[src/rtl/perf_event_counter_bank.sv]
// perf_event_counter_bank
// Two-channel performance event counter bank. Each channel counts the
// registered event strobe picked by its select input. A select change clears
// the channel's count and its sticky overflow flag.
// Optional feature: define PERF_OVERFLOW_IRQ_EN to add the registered
// perf_overflow_irq output, which is the OR of the per-channel overflow flags.
// NUM_PERF_EVENTS must be at least 2 so that the select width is non-zero.

module perf_event_counter_bank #(
  parameter int NUM_PERF_EVENTS = 8,
  parameter int EVENT_IDX_WIDTH = $clog2(NUM_PERF_EVENTS),
  parameter int COUNTER_WIDTH   = 64
) (
  input  logic                       clk,
  input  logic                       reset,
  input  logic [NUM_PERF_EVENTS-1:0] perf_events,
  input  logic                       perf_freeze,
  input  logic [EVENT_IDX_WIDTH-1:0] cr_perf_event_select0,
  input  logic [EVENT_IDX_WIDTH-1:0] cr_perf_event_select1,
  output logic [63:0]                perf_event_count0,
  output logic [63:0]                perf_event_count1,
`ifdef PERF_OVERFLOW_IRQ_EN
  output logic                       perf_overflow_irq,
`endif
  output logic [1:0]                 perf_overflow
);

  // The sampled event vector is zero-padded to every encodable select value,
  // so an out-of-range select reads a constant zero and never counts.
  localparam int PADDED_EVENTS = 1 << EVENT_IDX_WIDTH;
  localparam logic [COUNTER_WIDTH-1:0] CNT_ONE = COUNTER_WIDTH'(1);

  logic [NUM_PERF_EVENTS-1:0] event_q_r;
  logic [PADDED_EVENTS-1:0]   event_pad_s;

  logic [EVENT_IDX_WIDTH-1:0] sel_in_s  [2];
  logic [EVENT_IDX_WIDTH-1:0] sel_q_r   [2];
  logic [EVENT_IDX_WIDTH-1:0] sel_nxt_s [2];
  logic [COUNTER_WIDTH-1:0]   cnt_r     [2];
  logic [COUNTER_WIDTH-1:0]   cnt_nxt_s [2];
  logic [1:0]                 ovf_r;
  logic [1:0]                 ovf_nxt_s;

  assign sel_in_s[0]  = cr_perf_event_select0;
  assign sel_in_s[1]  = cr_perf_event_select1;
  assign event_pad_s  = PADDED_EVENTS'(event_q_r);

  // Per-channel next state: select change clears, else a selected event increments, else hold.
  always_comb begin
    for (int i = 0; i < 2; i++) begin
      sel_nxt_s[i] = sel_q_r[i];
      cnt_nxt_s[i] = cnt_r[i];
      ovf_nxt_s[i] = ovf_r[i];
      if (sel_in_s[i] != sel_q_r[i]) begin
        // The event sampled this cycle belongs to the old selection and is dropped.
        sel_nxt_s[i] = sel_in_s[i];
        cnt_nxt_s[i] = '0;
        ovf_nxt_s[i] = 1'b0;
      end else if (event_pad_s[sel_q_r[i]]) begin
        cnt_nxt_s[i] = cnt_r[i] + CNT_ONE;
        if (&cnt_r[i]) begin
          ovf_nxt_s[i] = 1'b1;
        end else begin
          ovf_nxt_s[i] = ovf_r[i];
        end
      end else begin
        cnt_nxt_s[i] = cnt_r[i];
      end
    end
  end

  // Event sampling stage: freeze masks the incoming strobes, not the sampled ones.
  always_ff @(posedge clk) begin
    if (reset) begin
      event_q_r <= '0;
    end else if (perf_freeze) begin
      event_q_r <= '0;
    end else begin
      event_q_r <= perf_events;
    end
  end

  // Counter, select and sticky overflow registers for both channels.
  always_ff @(posedge clk) begin
    if (reset) begin
      for (int i = 0; i < 2; i++) begin
        sel_q_r[i] <= '0;
        cnt_r[i]   <= '0;
      end
      ovf_r <= 2'b00;
    end else begin
      for (int i = 0; i < 2; i++) begin
        sel_q_r[i] <= sel_nxt_s[i];
        cnt_r[i]   <= cnt_nxt_s[i];
      end
      ovf_r <= ovf_nxt_s;
    end
  end

`ifdef PERF_OVERFLOW_IRQ_EN
  // Interrupt flag registered from the next overflow state so it tracks perf_overflow cycle-for-cycle.
  always_ff @(posedge clk) begin
    if (reset) begin
      perf_overflow_irq <= 1'b0;
    end else begin
      perf_overflow_irq <= |ovf_nxt_s;
    end
  end
`endif

  // Outputs come straight from flops; counters narrower than 64 bits are zero-extended.
  assign perf_event_count0 = 64'(cnt_r[0]);
  assign perf_event_count1 = 64'(cnt_r[1]);
  assign perf_overflow     = ovf_r;

endmodule
[config.mk]
export PLATFORM = sky130hd
export DESIGN_NAME = perf_event_counter_bank
export DESIGN_NICKNAME = d
export VERILOG_FILES = /design/src/rtl/perf_event_counter_bank.sv
export SDC_FILE = /design/constraint.sdc
export NUM_CORES = 1
export LEC_CHECK = 0
export CAP_MARGIN = 20
export CORE_ASPECT_RATIO = 0.8
export CORE_UTILIZATION = 47
export DETAILED_ROUTE_END_ITERATION = 8
export PLACE_DENSITY = 0.77
export SETUP_SLACK_MARGIN = 0.4
export SYNTH_ARGS = -nofsm -noshare
export SYNTH_HDL_FRONTEND = slang
export SYNTH_SLANG_ARGS = --single-unit
export TNS_END_PERCENT = 20
[constraint.sdc]
create_clock -name clk -period 2.55 [get_ports clk]
set_input_delay 0.255 -clock clk [delete_from_list [all_inputs] [get_ports clk]]
set_output_delay 0.255 -clock clk [all_outputs]
set_load 0.02 [all_outputs]
==> impl_metrics.tcl, run 1 <==
set metrics [dict create \
    placedCellCount 1188 \
    cp_common_cell "or4_4" \
    nets 1064 \
    total_leakage_power_nw 3.02 \
    fp-row-count 39 \
    fillCellCount 1109 \
    reg2reg_from "cnt_r[0][12]$_SDFFE_PP0P_" \
    violations "design-rule violations" \
    cts_sinks 144 \
    synth_top_area_frac 0.407 \
    grt_use_total 0.288 \
    critPathKind "reg2reg" \
    ant_nets 0 \
    synthFlopType "dfxtp_1" \
    endpoint_kind "flip-flop" \
    cts_buffers 17 \
    avgSynthCellArea_um2 8.33 \
    drc 12 \
    fmax_mhz 399 \
    clkLatencyLatePin_ns 0.43 \
    die_x_um 139 \
    wire_per_inst_um 18.5 \
    ff_latch_area_mm2 0.00293 \
    post-dp-hpwl_um 14400 \
    total_power_mw 5.46 \
    antenna_found_initial 0 \
    die_h_um 112 \
    seq_area_frac_synth 0.407 \
    grt_max_degree 63 \
    synth_nets 869 \
    finalCritPeriodShare 0.983 \
    viasPerCell 6.29 \
    die-area_mm2 0.0156 \
    skew_ns 0.00976 \
    drt_wl_total_um 22900 \
    diodes 0 \
    min_period_ns 2.51 \
    yosysUniqueCellTypes 43 \
    yosysTopAreaCell "dfxtp_1" \
    cap_violations 0 \
    status "finished, violations left" \
    ctsLongestPathBuffers 2 \
    cts-root-buf "clkbuf_16" \
    multiInputGateArea_mm2 0.00416 \
    crit_path_max_incr_delay_ns 0.66 \
    grt-ovfl-total 0 \
    place_area_mm2 0.00902 \
    slowest_stage "or4_4" \
    power_density_mw_per_mm2 538 \
    yosysMostFrequentCell "dfxtp_1" \
    rsz0062_at_grt "true" \
    slew_viol_final 0 \
    setup_ws_ns 0.0438 \
    cp.arrival_ns 2.86 \
    critical_path_required_ns 2.90 \
    layout.cells.non_filler 1242 \
    finalHoldViolCount 0 \
    ys_warn_count 0 \
    grt_pass1_wl_um 35800 \
    drive_above_1_share 0.171 \
    core_area_mm2 0.0145 \
    worst_slew_pin_slew_ns 0.703 \
    start_util 0.488 \
    ys_top_cells_by_count "144 x dfxtp_1, 89 x a21oi_1, 56 x nand3_1, 56 x nand4_1, 55 x or4_1" \
    via_count 7816 \
    h-tree-depth 4 \
    port_buffers 146 \
    clkSlewWorstSetupHoldPaths_ns 0.06 \
    synth-seq-cells 144 \
    cp_max_fo 7 \
    report.final.setup_viol 0 \
    grt_pass1_vias 6983 \
    cp-start-kind "flip-flop" \
    synthArstFlopShare 0 \
    crit_chain "nand4_1 > or4_4 > or4_4 > buf_6 > or4_1 > a21oi_2" \
    hp-start "perf_events[2]" \
    slew_headroom 0.531 \
    synth_edf_count 0 \
    drt_iter0_markers 906 \
    pin_count 147 \
    cts_hold_buf 0 \
    dp_worst_setup_slack_ns -0.0965 \
    syn-cell-area_mm2 0.00708 \
    firstDrtPassIters 9 \
    final_area_mm2 0.0102 \
    netlist_instances 850 \
    vdd_ir_drop_max_v 0.000438 \
    hold_slack_ns 0.395 \
    hold_path.class "in2reg" \
    synth_area_leaders "dfxtp_1 41%, a21oi_1 6.3%, or4_1 5.8%, o31ai_1 5.3%, nand4_1 4.9%" \
    cp-startpoint "cnt_r[0][12]$_SDFFE_PP0P_" \
    area_growth_pct 43.4 \
    place.gp.congestion 0.854 \
    cts_tree "built" \
]
## worst max-delay path, delay by kind of cell, from the launching register on
family | cells | cell delay, ns
buffers and inverters | 1 | 0.16
AND/OR/NAND/NOR | 4 | 1.81
AO/OA/AOI/OAI | 1 | 0.13
flip-flops | 1 | 0.34
## path summary, 6_finish.rpt
check | end | slack, ns | cells past startpoint
worst max-delay path | cnt_r[0][57]$_SDFFE_PP0P_ | 0.04 | 6
worst min-delay path | event_pad_s[2]$_SDFF_PP0_ | 0.40 | 2
worst max register to register | cnt_r[0][57]$_SDFFE_PP0P_ | 0.04 | 6
worst min register to register | perf_overflow[1]$_SDFFE_PP0P_ | 0.48 | 2
## layer usage
| metal | share of wire | global-route usage | routed length, µm | up-vias |
|---|---|---|---|---|
| met2 | 0.45 | 0.428 | 10300 | 379 |
| met4 | 0.020 | 0.0956 | 457 | 0 |
| li1 | - | - | - | 3667 |
| met5 | 0 | 0 | 0 | - |
| met1 | 0.44 | 0.402 | 10100 | 3725 |
| met3 | 0.094 | 0.0778 | 2150 | 45 |
## layout make-up
| class | instances | share of cell area |
|---|---|---|
| Multi-Input combinational cell | 647 | 0.409 |
| Inverter | 13 | 0.00481 |
| Tap cell | 184 | 0.0227 |
| Clock buffer | 22 | 0.0477 |
| Timing Repair Buffer | 222 | 0.205 |
| Sequential cell | 144 | 0.288 |
| Clock inverter | 10 | 0.0224 |
## sequential cells by signal, indices dropped and copies added, names as in the netlist
register / count
event_pad_s: 8
sel_q_r: 6
cnt_r: 128
perf_overflow: 2
## per-stage QoR
step / util / TNS, ns
6_report: 0.701 / 0
5_1_grt: 0.701 / 0
4_1_cts: 0.680 / 0
3_5_place_dp: 0.622 / -1.37
3_3_place_gp: 0.622 / -0.104
2_1_floorplan: - / 0
## power breakdown
group	internal (mW)	switching (mW)	total [mW]
Combinational	0.0775	0.111	0.188
Clock	2.04	0.971	3.01
Sequential	2.25	0.0132	2.27
## kinds of logic (layout without fill, tap and decap cells)
logic type,Yosys count,after routing,synth area share
compound gates,196,196,0.167
xor+xnor,37,37,0.0458
simple gates,393,398,0.315
flops,144,144,0.407
fa+ha+maj,2,2,0.00353
mux,14,14,0.0246
buf+inv,64,267,0.0371
## placed cells by master (no fill, tap or decap), drive strengths merged, types with 31 or more instances in the layout
master         instances
nand3                 56
dfxtp                144
nand2                 52
or4                   61
o21ai                 31
o31ai                 50
nor2                  47
clkdlybuf4s50        146
nand4                 56
or3                   31
buf                   76
a21oi                 89
## repair_timing
action | 4_1_cts | 5_1_grt
setup buffers | 3 | 13
cloned | 4 | 2
endpoints found under the setup margin | 91 | 109
pin swaps | 31 | 21
endpoints found under the hold margin | 0 | 0
gates resized for setup | 13 | 59
(Power assumes the default switching activity.)
==> run 2: changes to the inputs <==
--- a/config.mk
+++ b/config.mk
@@ -7,10 +7,12 @@
 export LEC_CHECK = 0
 export CAP_MARGIN = 20
 export CORE_ASPECT_RATIO = 0.8
-export CORE_UTILIZATION = 47
+export CORE_UTILIZATION = 48
+export CTS_BUF_LIST = sky130_fd_sc_hd__clkbuf_2 sky130_fd_sc_hd__clkbuf_4 sky130_fd_sc_hd__clkbuf_8
 export DETAILED_ROUTE_END_ITERATION = 8
-export PLACE_DENSITY = 0.77
+export PLACE_DENSITY = 0.79
 export SETUP_SLACK_MARGIN = 0.4
+export SLEW_MARGIN = 20
 export SYNTH_ARGS = -nofsm -noshare
 export SYNTH_HDL_FRONTEND = slang
 export SYNTH_SLANG_ARGS = --single-unit
==> impl_metrics.tcl, run 2 (synthesized netlist as in run 1, its figures left out) <==
set metrics [dict create \
    netSwitchingPower_mw 1.02 \
    status "finished, final reports clean" \
    cp-start-kind "flip-flop" \
    hold_path.class "in2reg" \
    drt_wl_total_um 21100 \
    slew_viol_final 0 \
    reg2reg_from "sel_q_r[0][0]$_SDFFE_PP0P_" \
    nets 1047 \
    final_cell_mix "146 x clkdlybuf4s50_1, 123 x dfxtp_1, 60 x a21oi_1" \
    use_met3 0.0693 \
    fp-row-count 39 \
    fillCellCount 1152 \
    die-area_mm2 0.0152 \
    endpoint_kind "flip-flop" \
    drt_iter0_markers 640 \
    cts_buffers 17 \
    p_sw_frac 0.232 \
    cts_tree "built" \
    dp_worst_setup_slack_ns 0.0165 \
    antenna_found_initial 0 \
    wire_per_inst_um 17.2 \
    place_area_mm2 0.00900 \
    report.final.setup_viol 0 \
    power_density_mw_per_mm2 443 \
    regMostFlops "cnt_r" \
    rsz0062_at_grt "true" \
    crit_family "simple AND/OR/NAND/NOR gates" \
    finalHoldViolCount 0 \
    top_usage_layer "met2" \
    hold_slack_ns 0.351 \
    grt_pass1_vias 6381 \
    largest_reg_flops 128 \
    grt_pass1_wl_um 31600 \
    crit_chain "mux2i_1 > mux4_2 > or4_4 > bufbuf_16 > o31ai_1 > a21oi_2" \
    grt-ovfl-total 0 \
    hp-start "perf_events[3]" \
    final_area_mm2 0.00992 \
    min_period_ns 2.54 \
    core_area_mm2 0.0143 \
    timing.rr.end "cnt_r[0][53]$_SDFFE_PP0P_" \
    via_count 7492 \
    die_x_um 138 \
    post-dp-hpwl_um 13500 \
    fmax_mhz 393 \
    placedCellCount 1184 \
    critPathKind "reg2reg" \
    power.internal_mw 3.37 \
    hold_depth 2 \
    worst_slew_pin_slew_ns 0.744 \
    cap_violations 0 \
    setup_ws_ns 0.00645 \
    finalCritPeriodShare 0.997 \
    met2_usage 0.388 \
    r2r_slack_ns 0.006 \
    pwr-share-comb 0.041 \
    layout.cells.non_filler 1225 \
    crit_path_max_incr_delay_ns 0.65 \
    cts_hold_buf 0 \
    slowest_stage "or4_4" \
    clkSlewWorstSetupHoldPaths_ns 0.08 \
    skew_ns 0.0142 \
    ctsLongestPathBuffers 2 \
    mostFrequentLayoutCell "clkdlybuf4s50_1" \
    place.gp.congestion 0.853 \
    slew_headroom 0.504 \
    ff_latch_area_mm2 0.00293 \
    clkLatencyLatePin_ns 0.47 \
    cts_sinks 144 \
    grt_max_degree 63 \
    drive_above_1_share 0.203 \
    area_growth_pct 40.1 \
    rr_worst_depth 6 \
    p_clk_frac 0.443 \
    start_util 0.493 \
    cp_max_fo 32 \
    ant_nets 0 \
    critical_path_required_ns 2.90 \
    grt_use_total 0.260 \
    port_buffers 146 \
    die_h_um 111 \
    cts-root-buf "clkbuf_8" \
    firstDrtPassIters 5 \
    met1_usage 0.363 \
    diodes 0 \
    hold_end "event_pad_s[3]$_SDFF_PP0_" \
    critPathBufInv 1 \
    h-tree-depth 4 \
    pin_count 147 \
    cp-startpoint "sel_q_r[0][0]$_SDFFE_PP0P_" \
    power_frac_seq 0.515 \
    cp.arrival_ns 2.90 \
    total_leakage_power_nw 2.88 \
    multiInputGateArea_mm2 0.00425 \
    drc 0 \
    viasPerCell 6.12 \
    vdd_ir_drop_max_v 0.000371 \
]
## run 2: cell types whose count changed in the layout (fill, tap and decap cells not counted), sizes merged
cell and change:
clkinvlp +1, clkinv +2, bufinv -4, bufbuf +1, buf -16, or4 -5
clkbuf +3, inv +1
## run 2: area by class of cell
type | instances | share of cell area
clock buffer | 22 | 0.0286
clock inverter | 10 | 0.0136
inverter | 13 | 0.00492
multi-input combinational | 642 | 0.429
sequential | 144 | 0.295
tap | 184 | 0.0232
timing repair buffer | 210 | 0.205
## run 2: timing repair
item                       in CTS  in global routing
setup endpoints to repair      76                 92
gates resized for setup         2                102
pin swaps                       0                 92
hold endpoints to repair        0                  0
setup buffers                   0                  5
cloned                          1                  3
## run 2: power by group through the flow
stage                     Combinational (mW)  Sequential (mW)  Clock [mW]
after floorplan                        0.102             2.31           0
after global placement                 0.159             2.32           0
after detailed placement               0.162             2.32           0
after CTS                              0.162             2.27        1.96
after global routing                   0.194             2.27        2.09
final                                  0.181             2.26        1.95
## run 2: layer usage
| layer | vias up | share of wire |
|---|---|---|
| li1 | 3606 | - |
| met3 | 40 | 0.082 |
| met5 | - | 0 |
| met1 | 3543 | 0.44 |
| met4 | 0 | 0.020 |
| met2 | 303 | 0.46 |
## run 2: worst max path at each step
| stage | endpoint | cells after the start |
|---|---|---|
| after floorplan | cnt_r[0][56]$_SDFFE_PP0P_ | 7 |
| after global placement | cnt_r[0][46]$_SDFFE_PP0P_ | 6 |
| after detailed placement | cnt_r[0][58]$_SDFFE_PP0P_ | 6 |
| after CTS | cnt_r[0][41]$_SDFFE_PP0P_ | 6 |
| after global routing | cnt_r[0][53]$_SDFFE_PP0P_ | 6 |
| final | cnt_r[0][53]$_SDFFE_PP0P_ | 6 |
## run 2: through the flow
step	util	power (mW)	TNS, ns
final	0.691	4.39	0
after global routing	0.691	4.55	-0.213
after CTS	0.659	4.39	0
after detailed placement	0.627	2.48	0
after global placement	0.627	2.48	0
after floorplan	-	2.42	0
